==> src/rtl/fft_pkg.sv <==
// Shared definitions for the FFT front end.
//  - N, WIDTH, ADDR_W : default frame length, sample width and buffer address width
//  - state_t          : frame loader FSM states
//  - bitrev()         : reverses the low 'w' bits of an index (w <= 16)
package fft_pkg;

  localparam int N      = 16;
  localparam int WIDTH  = 16;
  localparam int ADDR_W = 4;

  typedef enum logic [2:0] {
    ST_FILL  = 3'd0,
    ST_PAD   = 3'd1,
    ST_FLUSH = 3'd2,
    ST_START = 3'd3,
    ST_WAIT  = 3'd4
  } state_t;

  // Bit w-1-b of the result is bit b of idx; bits at or above w are zero.
  function automatic logic [15:0] bitrev(input logic [15:0] idx, input int w);
    logic [15:0] r;
    r = '0;
    for (int b = 0; b < 16; b++) begin
      if (b < w) r[w-1-b] = idx[b];
    end
    return r;
  endfunction

endpackage

==> src/rtl/fft_frame_loader.sv <==
// fft_frame_loader
//  Feeds one N-sample frame from a valid/ready stream into the FFT input
//  buffer write port, zero-pads a frame that ends early on s_last, pulses
//  fft_start once the frame is complete and then holds off the stream until
//  the core reports fft_done.
// Ports
//  clk        rising-edge clock
//  rst_n      asynchronous active-low reset
//  s_valid    upstream sample valid
//  s_ready    sample accepted this cycle (high only while filling)
//  s_data     signed sample
//  s_last     final sample of a frame (may arrive before sample N-1)
//  buf_load   buffer write strobe (registered)
//  buf_addr   buffer write address (registered)
//  buf_xr     buffer write data (registered)
//  fft_start  one-cycle pulse: buffer holds a complete frame
//  fft_done   one-cycle pulse from the core: frame consumed
//  busy       high in every state except FILL
//  err_short  one-cycle pulse: current frame was zero-padded
module fft_frame_loader
  import fft_pkg::*;
#(
  parameter int N      = fft_pkg::N,
  parameter int WIDTH  = fft_pkg::WIDTH,
  parameter int ADDR_W = fft_pkg::ADDR_W,  // log2(N), at most 16
  parameter int BITREV = 0
) (
  input  logic              clk,
  input  logic              rst_n,
  input  logic              s_valid,
  output logic              s_ready,
  input  logic [WIDTH-1:0]  s_data,
  input  logic              s_last,
  output logic              buf_load,
  output logic [ADDR_W-1:0] buf_addr,
  output logic [WIDTH-1:0]  buf_xr,
  output logic              fft_start,
  input  logic              fft_done,
  output logic              busy,
  output logic              err_short
);

  localparam logic [ADDR_W-1:0] LAST_IDX = ADDR_W'(N - 1);

  state_t            state_reg, state_next;
  logic [ADDR_W-1:0] idx_reg, idx_next;
  logic              ready_reg, ready_next;
  logic              busy_reg, busy_next;
  logic              load_reg, load_next;
  logic [ADDR_W-1:0] addr_reg, addr_next;
  logic [WIDTH-1:0]  xr_reg, xr_next;
  logic              start_reg, start_next;
  logic              err_reg, err_next;
  logic [ADDR_W-1:0] addr_map;

  // Buffer address for the current sample index.
  assign addr_map = (BITREV != 0) ? ADDR_W'(bitrev(16'(idx_reg), ADDR_W)) : idx_reg;

  always_ff @(posedge clk or negedge rst_n) begin
    if (!rst_n) begin
      state_reg <= ST_FILL;
      idx_reg   <= '0;
      ready_reg <= 1'b0;
      busy_reg  <= 1'b0;
      load_reg  <= 1'b0;
      addr_reg  <= '0;
      xr_reg    <= '0;
      start_reg <= 1'b0;
      err_reg   <= 1'b0;
    end else begin
      state_reg <= state_next;
      idx_reg   <= idx_next;
      ready_reg <= ready_next;
      busy_reg  <= busy_next;
      load_reg  <= load_next;
      addr_reg  <= addr_next;
      xr_reg    <= xr_next;
      start_reg <= start_next;
      err_reg   <= err_next;
    end
  end

  always_comb begin
    state_next = state_reg;
    idx_next   = idx_reg;
    load_next  = 1'b0;
    addr_next  = addr_reg;
    xr_next    = xr_reg;
    err_next   = 1'b0;

    case (state_reg)
      ST_FILL: begin
        // ready_reg rather than the state is used so that nothing is taken
        // on the first edge after reset release, matching s_ready.
        if (s_valid && ready_reg) begin
          load_next = 1'b1;
          addr_next = addr_map;
          xr_next   = s_data;
          idx_next  = idx_reg + 1'b1;  // wraps to 0 after N-1
          if (idx_reg == LAST_IDX) begin
            state_next = ST_FLUSH;     // full frame; s_last here is normal
          end else if (s_last) begin
            state_next = ST_PAD;
            err_next   = 1'b1;
          end
        end
      end
      ST_PAD: begin
        load_next = 1'b1;
        addr_next = addr_map;
        xr_next   = '0;
        idx_next  = idx_reg + 1'b1;
        if (idx_reg == LAST_IDX) state_next = ST_FLUSH;
      end
      // Lets the last registered write reach the buffer before the core reads.
      ST_FLUSH: state_next = ST_START;
      ST_START: state_next = ST_WAIT;
      ST_WAIT: begin
        if (fft_done) begin
          state_next = ST_FILL;
          idx_next   = '0;
        end
      end
      default: begin
        state_next = ST_FILL;
        idx_next   = '0;
      end
    endcase
  end

  // Status outputs are registered from the next state so they line up with
  // state_reg without combinational paths to the ports.
  assign ready_next = (state_next == ST_FILL);
  assign busy_next  = (state_next != ST_FILL);
  assign start_next = (state_next == ST_START);

  assign s_ready   = ready_reg;
  assign busy      = busy_reg;
  assign buf_load  = load_reg;
  assign buf_addr  = addr_reg;
  assign buf_xr    = xr_reg;
  assign fft_start = start_reg;
  assign err_short = err_reg;

endmodule
==> config.mk <==
export PLATFORM = sky130hd
export DESIGN_NAME = fft_frame_loader
export DESIGN_NICKNAME = d
export VERILOG_FILES = /design/src/rtl/fft_pkg.sv /design/src/rtl/fft_frame_loader.sv
export SDC_FILE = /design/constraint.sdc
export NUM_CORES = 1
export LEC_CHECK = 0
export BUFFER_PORTS_ARGS = -buffer_cell sky130_fd_sc_hd__buf_4
export CAP_MARGIN = 30
export CORE_ASPECT_RATIO = 0.5
export CORE_MARGIN = 4
export CORE_UTILIZATION = 52
export DETAILED_ROUTE_END_ITERATION = 8
export PLACE_DENSITY = 0.82
export RECOVER_POWER = 100
export REMOVE_ABC_BUFFERS = 1
export SLEW_MARGIN = 30
export SYNTH_ARGS = -nofsm -noshare
export SYNTH_HDL_FRONTEND = slang
export SYNTH_SLANG_ARGS = --single-unit
==> constraint.sdc <==
create_clock -name clk -period 2.1 [get_ports clk]
set_input_delay 0.105 -clock clk [delete_from_list [all_inputs] [get_ports clk]]
set_output_delay 0.105 -clock clk [all_outputs]
set_load 0.01 [all_outputs]
# --- After elaboration in Yosys (flattened, before gate mapping) ---
# Index checks and enable logic that the tools add are counted.
op_classes:
  add_sub_neg: 1
  n_eq_ne: 8
  mux: 19
  bitwise_logic: 1
  reduce_logical: 8
op_table:
  columns: ["operator", "n"]
  rows:
  - ["$pmux W16 S2", 1]
  - ["$mux W16", 1]
  - ["$pmux W4 S4", 1]
  - ["$mux W3", 5]
  - ["$pmux W3 S5", 1]
  - ["$mux W4", 3]
  - ["$eq A3 B2 Y1 const B", 3]
  - ["$pmux W4 S2", 1]
  - ["$logic_not A3 Y1", 2]
  - ["$mux W1", 5]
  - ["$add A4 B1 Y4 const B", 1]
  - ["$eq A4 B4 Y1 const B", 1]
  - ["$ne A2 B2 Y1 const B", 2]
  - ["$eq A3 B1 Y1 const B", 1]
  - ["$eq A3 B3 Y1 const B", 1]
  - ["$reduce_and A3 Y1", 1]
  - ["$reduce_bool A3 Y1", 1]
  - ["$pmux W1 S2", 1]
  - ["$reduce_and A2 Y1", 1]
  - ["$reduce_bool A2 Y1", 1]
  - ["$reduce_or A2 Y1", 1]
  - ["$logic_and A1 B1 Y1", 1]
  - ["$not A1 Y1", 1]
totals:
  register_bits: 32
  in_bits: 21
  output_inout_bits: 25

# --- Longest topological paths before layout ---
# Gate-level depths: netlist of the first run.
depth:
  word_depth: 5
  mapped_depth: 5

# --- Worst setup path after synthesis of the first run ---
# OpenSTA, ideal clock, no wires.
synth_path:
  path_kind: "register to register"
  startpoint: "register idx_reg[0], in the netlist addr_map[0]"
  endpoint: "register busy_reg, in the netlist busy"
  setup_time_ns: 0.127
  arrival_ns: 1.305
  required_ns: 1.973
  path_slack_ns: 0.667
  stages_incl_launch_ff: 6
  n_path_buf: 0
  synth_period_minus_slack_ns: 1.433
  cell_sequence: "dfrtp_1 -> ha_1 -> and3_1 -> o211ai_1 -> a21oi_1 -> or2_2"
synth_via:
  elab_chain_cells: 5
  word_cells_on_any_way: 6
  classes_between: "eq/ne: 1; mux: 4; reduce/logical: 1"
synth_lines:
  columns: ["item", "line_no", "rtl"]
  rows:
  - ["from (decl)", "fft_frame_loader.sv:46", "logic [ADDR_W-1:0] idx_reg, idx_next;"]
  - ["from (signal assigned)", "fft_frame_loader.sv:72", "idx_reg <= idx_next;"]
  - ["$eq A4 B4 Y1 *", "fft_frame_loader.sv:100, fft_frame_loader.sv:113", null]
  - ["$mux W3", "fft_frame_loader.sv:100", "if (idx_reg == LAST_IDX) begin"]
  - ["$mux W3", "fft_frame_loader.sv:95", "if (s_valid && ready_reg) begin"]
  - ["$pmux W3 S5 *", "fft_frame_loader.sv:91", "case (state_reg)"]
  - ["$reduce_bool A3 Y1 *", "fft_frame_loader.sv:134", "assign busy_next = (state_next != ST_FILL);"]
  - ["named net busy_next", "fft_frame_loader.sv:48", "logic busy_reg, busy_next;"]
  - ["to (signal assigned)", "fft_frame_loader.sv:74", "busy_reg <= busy_next;"]
  - ["to (decl)", "fft_frame_loader.sv:48", null]
# Mark *: on every way through the listed nets, which the timed path passes. The rest lies on a longest branch.
# A chain may end at the register's enable or synchronous reset.

# --- Worst setup path after layout of the first run ---
layout_path:
  startpoint: "register state_reg[0]"
  endpoint: "register addr_reg[1], in the netlist buf_addr[1]"
layout_via:
  elab_chain_cells: 3
  word_cells_on_any_way: 6
  classes_between: "eq/ne: 2; mux: 1; reduce/logical: 3"
layout_lines:
  columns: ["item", "line_no", "rtl"]
  rows:
  - ["from (decl)", "fft_frame_loader.sv:45", "state_t state_reg, state_next;"]
  - ["from (signal assigned)", "fft_frame_loader.sv:71", "state_reg <= state_next;"]
  - ["$eq A3 B1 Y1 / $logic_not A3 Y1 (equally long branches)", "fft_frame_loader.sv:91", null]
  - ["$reduce_bool A2 Y1 (no source line) / $ne A2 B2 Y1 (equally long branches)", null, null]
  - ["$reduce_and A2 Y1 (no source line)", null, null]
  - ["to (signal assigned)", "fft_frame_loader.sv:76", "addr_reg <= addr_next;"]
  - ["to (decl)", "fft_frame_loader.sv:50", "logic [ADDR_W-1:0] addr_reg, addr_next;"]
# Parallel ways exist; a longest one is shown, timed or not.

==> results of run 1 <==
## layout make-up
cell class              count  area share, %
well taps                  35          2.583
flip-flops and latches     32          47.23
repair buffers             46          14.83
inverters                   2         0.4428
clock buffers               6          4.280
clock inverters             2          2.066
multi-input cells          77          28.56
## per-stage QoR
stage	std cells	util, %	area, sq um	hold WS [ns]
after CTS	200	77.46	1814	0.03331
after floorplan	111	-	1315	-0.1906
after global routing	200	72.38	1695	0.02198
after global placement	191	72.44	1697	0.05679
final	200	72.38	1695	0.03546
after detailed placement	191	72.44	1697	0.05692
## layout by cell type, fill, tap and decap left out, drive strengths merged
master,count
dfrtp,32
clkbuf,32
nand2,22
buf,19
a21oi,11
a22o,8
nor2,7
o21ai,4
mux2,4
xnor2,3
and3,2
a211oi,2
nand3,2
inv,2
nor4b,2
nor3b,2
o21bai,1
a31oi,1
o211ai,1
or2,1
and2,1
mux2i,1
nor3,1
ha,1
clkinv,1
bufinv,1
dlygate4sd3,1
## layer usage
metal,wire [microns],global-route usage [%],part of all wire (%),vias up
li1,-,-,-,499
met1,1297,25.33,42,500
met2,1507,30.92,49,42
met3,251,8.943,8.1,4
met4,25,7.071,0.81,0
met5,0,0,0,-
## kinds of logic (layout without fill, tap and decap cells)
kind of cell / count (synthesis) / after routing
xor+xnor: 3 / 3
flops: 32 / 32
simple gates: 40 / 40
buf+inv: 8 / 56
compound gates: 28 / 28
fa+ha+maj: 1 / 1
mux: 5 / 5
## worst reg2reg max path, delay by kind of cell, from the launching register on
kind,cells,cell delay (ns)
and+or+nand+nor,1,0.35
AOI/OAI and AO/OA,1,0.31
muxes,1,0.40
DFF,1,0.52
buffers and inverters,1,0.07
## path summary, 6_finish.rpt
check	end	cells past startpoint	startpoint
max	buf_addr[1]$_DFFE_PN0P_	4	state_reg[0]$_DFF_PN0_
min	buf_xr[9]$_DFFE_PN0P_	2	s_data[9]
max in group asynchronous	busy$_DFF_PN0_	2	rst_n
min reg2reg	buf_xr[9]$_DFFE_PN0P_	1	buf_xr[9]$_DFFE_PN0P_
max reg2reg	buf_addr[1]$_DFFE_PN0P_	4	state_reg[0]$_DFF_PN0_
min in group asynchronous	buf_addr[2]$_DFFE_PN0P_	2	rst_n
## synth_stat cells, types with 2 or more instances
| cell type | count | area share, % |
|---|---|---|
| nand2_1 | 21 | 5.8 |
| nor2_1 | 5 | 1.4 |
| xnor2_1 | 3 | 1.9 |
| a211oi_1 | 2 | 1.1 |
| and3_1 | 2 | 0.93 |
| dfrtp_1 | 32 | 59 |
| o21ai_0 | 4 | 1.5 |
| mux2_2 | 3 | 2.5 |
| a21oi_1 | 10 | 3.7 |
| buf_2 | 4 | 1.5 |
| a22o_1 | 8 | 5.2 |
## timing repair
item | 4_1_cts | 5_1_grt
hold buffers | 1 | 0
setup endpoints to repair | 0 | 0
resized for setup | 0 | 0
endpoints found under the hold margin | 32 | 0
## where the power goes
group | internal, mW | switching (mW)
clock network | 0.352 | 0.214
logic | 0.399 | 0.564
registers | 0.868 | 0.237
total | 1.62 | 1.01
==> flow_summary.json, run 1 <==
{
  "status": "completed",
  "h-tree-depth": 2,
  "end_kind": "flip-flop",
  "p_total_mw": 2.633,
  "fin_skew_ns": 0.007978,
  "die_area_sq_mm": 0.003525,
  "first_iter_violations": 127,
  "io_pins": 46,
  "crit_slowest_cell": "dfrtp_1",
  "path_max_fanout": 13,
  "drt-wirelength-per-cell_microns": 15.41,
  "grt_pass1_vias": 1026,
  "synth_adder_area_share_pct": 0.9268,
  "hold_viol": 0,
  "drive_gt1_share_pct": 22.42,
  "cts_tree": "built",
  "drc": 0,
  "clock_latency_ns": 0.28,
  "crit_family": "flip-flops",
  "synth_top_family_by_area": "simple AND/OR/NAND/NOR gates",
  "synth_compound_area_share_pct": 13.72,
  "slew_viol_final": 0,
  "synthArstFlopShare_pct": 100.0,
  "hold_class": "in2reg",
  "nNetsFinal": 186,
  "grt_pass1_wl_microns": 5106,
  "synth-xor-area-share_pct": 1.946,
  "worst-path-buf-inv": 1,
  "slew_headroom_pct": 48.87,
  "crit_type": "reg2reg",
  "wl_microns": 3081,
  "area_growth_pct": 25.58,
  "synth_flop_cell": "dfrtp_1",
  "syn_avg_cell_area_sq_um": 11.54,
  "avgViaCountPerCell": 5.225,
  "cts_root_buffer": "clkbuf_8",
  "final_antenna_net_count": 0,
  "worst_pin_slew_ns": 0.7669,
  "dpl_worst_slack_ns": 0.4358,
  "cp.arrival_ns": 1.93,
  "synthDistinctLibCells": 34,
  "postCtsSetupRepairBufs": 0,
  "dp_hpwl_microns": 2229,
  "yosysWarnings": 0,
  "yosys.area_share.simple_pct": 16.59,
  "worstPathRequired_ns": 2.26,
  "die_x_microns": 80.06,
  "rows": 12,
  "multiInputGateArea_sq_um": 484.2,
  "grt-ovfl-total": 0,
  "vias": 1045,
  "dr.pass1.iters": 4,
  "ys_seq_area_share_pct": 59.31,
  "r2r_slack_ns": 0.33,
  "clockBufferDepth": 2,
  "crit_chain": "a21oi_2 > inv_2 > nand2_1 > mux2_2",
  "vdd_drop_max_v": 0.0007528,
  "track_usage_pct": 20.00,
  "path_clk_slew_ns": 0.07,
  "finalCriticalPeriod_ns": 1.766,
  "tns_ns": 0,
  "power_leakage_nw": 0.7667,
  "syn_area_sq_mm": 0.001350,
  "regArea_sq_um": 800.8,
  "cap_violations": 0,
  "grt_setup_unrepaired": "no",
  "antenna_found_initial": 0,
  "cts_made_buffers": 5,
  "chipHeight_microns": 44.03,
  "diodes": 0,
  "setup_slack_ns": 0.3343,
  "grt_start_max_net_pins": 33,
  "clock_sinks": 32,
  "largest_register_ffs": 16,
  "synth-seq-cells": 32,
  "cpPeakStageDelay_ns": 0.52,
  "critPathLaunchType": "flip-flop",
  "start_util_pct": 57.64,
  "setup_viol": 0,
  "core_area_sq_mm": 0.002342,
  "synthCells": 117,
  "place_congestion": 0.8092,
  "powerDensity_mw_per_mm2": 1553,
  "timing.final.crit_share_pct": 84.08,
  "fmax_mhz": 566.3,
  "numPortBuffers": 45,
  "synth_edf_count": 0,
  "fill_cells": 202,
  "synthMuxAreaShare_pct": 4.356
}
(Power assumes the default switching activity.)
==> run 2: changes to the inputs <==
CORE_UTILIZATION = 44   (was 52)
PLACE_DENSITY = 0.74   (was 0.82)
clock period = 1.5 ns   (was 2.1 ns; I/O delays follow)
==> flow_summary.json, run 2 (synthesis results as in run 1) <==
{
  "critPathLaunchType": "flip-flop",
  "area_growth_pct": 31.05,
  "hold_viol": 0,
  "hold_class": "in2reg",
  "cts_made_buffers": 5,
  "crit_path_end": "busy$_DFF_PN0_",
  "die_x_microns": 86.34,
  "h-tree-depth": 2,
  "r2r_slack_ns": 0.07,
  "dpl_worst_slack_ns": 0.05593,
  "status": "completed",
  "cts_root_buffer": "clkbuf_8",
  "reg2reg_depth": 5,
  "die_area_sq_mm": 0.004072,
  "grt-ovfl-total": 0,
  "grt_pass1_wl_microns": 4878,
  "grt_pass1_vias": 1005,
  "diodes": 0,
  "clock_latency_ns": 0.28,
  "fin_skew_ns": 0.005461,
  "cap_violations": 0,
  "setup_viol": 0,
  "grt.met2_usage_pct": 27.81,
  "numPortBuffers": 45,
  "finalCriticalPeriod_ns": 1.431,
  "place_congestion": 0.8748,
  "setup_slack_ns": 0.06884,
  "timing.final.crit_share_pct": 95.41,
  "layout_commonest_cell": "dfrtp_1",
  "final_cell_mix": "dfrtp_1 (32), clkbuf_1 (27), buf_4 (26)",
  "final_antenna_net_count": 0,
  "rows": 13,
  "path_max_fanout": 4,
  "final_util_pct": 64.36,
  "timing.rr.end": "busy$_DFF_PN0_",
  "vias": 1091,
  "use_met1_pct": 19.98,
  "grt.met3_usage_pct": 5.604,
  "path_clk_slew_ns": 0.07,
  "slew_headroom_pct": 48.32,
  "wl_microns": 3099,
  "grt_setup_unrepaired": "no",
  "powerDensity_mw_per_mm2": 2134,
  "chipHeight_microns": 47.17,
  "worst_pin_slew_ns": 0.7751,
  "drt-wirelength-per-cell_microns": 14.69,
  "p_total_mw": 3.776,
  "nNetsFinal": 195,
  "grt_start_max_net_pins": 33,
  "crit_start": "addr_map[0]$_DFFE_PN0P_",
  "fill_cells": 225,
  "dr.pass1.iters": 5,
  "postCtsSetupRepairBufs": 0,
  "grt-busiest-layer": "met2",
  "drive_gt1_share_pct": 27.01,
  "slew_viol_final": 0,
  "tns_ns": 0,
  "cp.arrival_ns": 1.59,
  "first_iter_violations": 37,
  "io_pins": 46,
  "clockBufferDepth": 2,
  "power_leakage_nw": 0.8039,
  "hold_depth": 2,
  "clock_sinks": 32,
  "vdd_drop_max_v": 0.001030,
  "avgViaCountPerCell": 5.171,
  "start_util_pct": 49.11,
  "fmax_mhz": 698.7,
  "crit_type": "reg2reg",
  "worstPathRequired_ns": 1.66,
  "dp_hpwl_microns": 2188,
  "min-delay-start": "s_data[9]",
  "timing.rr.start": "addr_map[0]$_DFFE_PN0P_",
  "track_usage_pct": 16.40,
  "largest_register_ffs": 16,
  "core_area_sq_mm": 0.002749,
  "cts_tree": "built",
  "end_kind": "flip-flop",
  "drc": 0,
  "antenna_found_initial": 0
}
[run 2: worst min path at each step]
| stage | end | slack, ns |
|---|---|---|
| 4_1_cts | buf_xr[9]$_DFFE_PN0P_ | 0.01 |
| 5_1_grt | buf_xr[10]$_DFFE_PN0P_ | 0.01 |
| 3_5_place_dp | fft_start$_DFF_PN0_ | 0.03 |
| 3_3_place_gp | fft_start$_DFF_PN0_ | 0.03 |
| 6_report | buf_xr[9]$_DFFE_PN0P_ | 0.01 |
| 2_1_floorplan | addr_map[0]$_DFFE_PN0P_ | -0.22 |
[run 2: stage by stage]
step | instances | hold slack [ns] | area [sq um]
floorplan | 111 | -0.2206 | 1315
global placement | 201 | 0.02703 | 1759
detailed placement | 201 | 0.03250 | 1759
CTS | 210 | 0.01056 | 1859
global route | 211 | 0.009585 | 1769
finish | 211 | 0.01370 | 1769
[run 2: what timing repair did]
action	in CTS	in global routing
endpoints found under the hold margin	32	1
setup endpoints to repair	0	1
hold buffers	1	1
resized for setup	0	1
[run 2: power by group]
group          leakage [nW]  switching (mW)  internal, mW
registers             0.416           0.218          1.22
clock network        0.0455           0.300         0.374
logic                 0.342           0.950         0.718
[run 2: area by class of cell]
cell class	instances	area [sq um]	share of cell area (%)
flip-flops and latches	32	800.8	45.26
multi-input cells	77	505.5	28.57
repair buffers	55	319.1	18.03
clock buffers	8	90.09	5.092
well taps	37	46.29	2.617
inverters	2	7.507	0.4243
[run 2: worst max-delay path: stages (launching register included)]
cell	delay, ns
dfrtp_1	0.39
ha_1	0.21
and3_4	0.20
o211ai_1	0.15
a21oi_1	0.10
or2_2	0.27
[run 2: metal layers]
| layer | routed length, microns | up-vias |
|---|---|---|
| met5 | 0 | - |
| met4 | 58 | 0 |
| met3 | 219 | 7 |
| met2 | 1515 | 39 |
| met1 | 1305 | 522 |
| li1 | - | 523 |
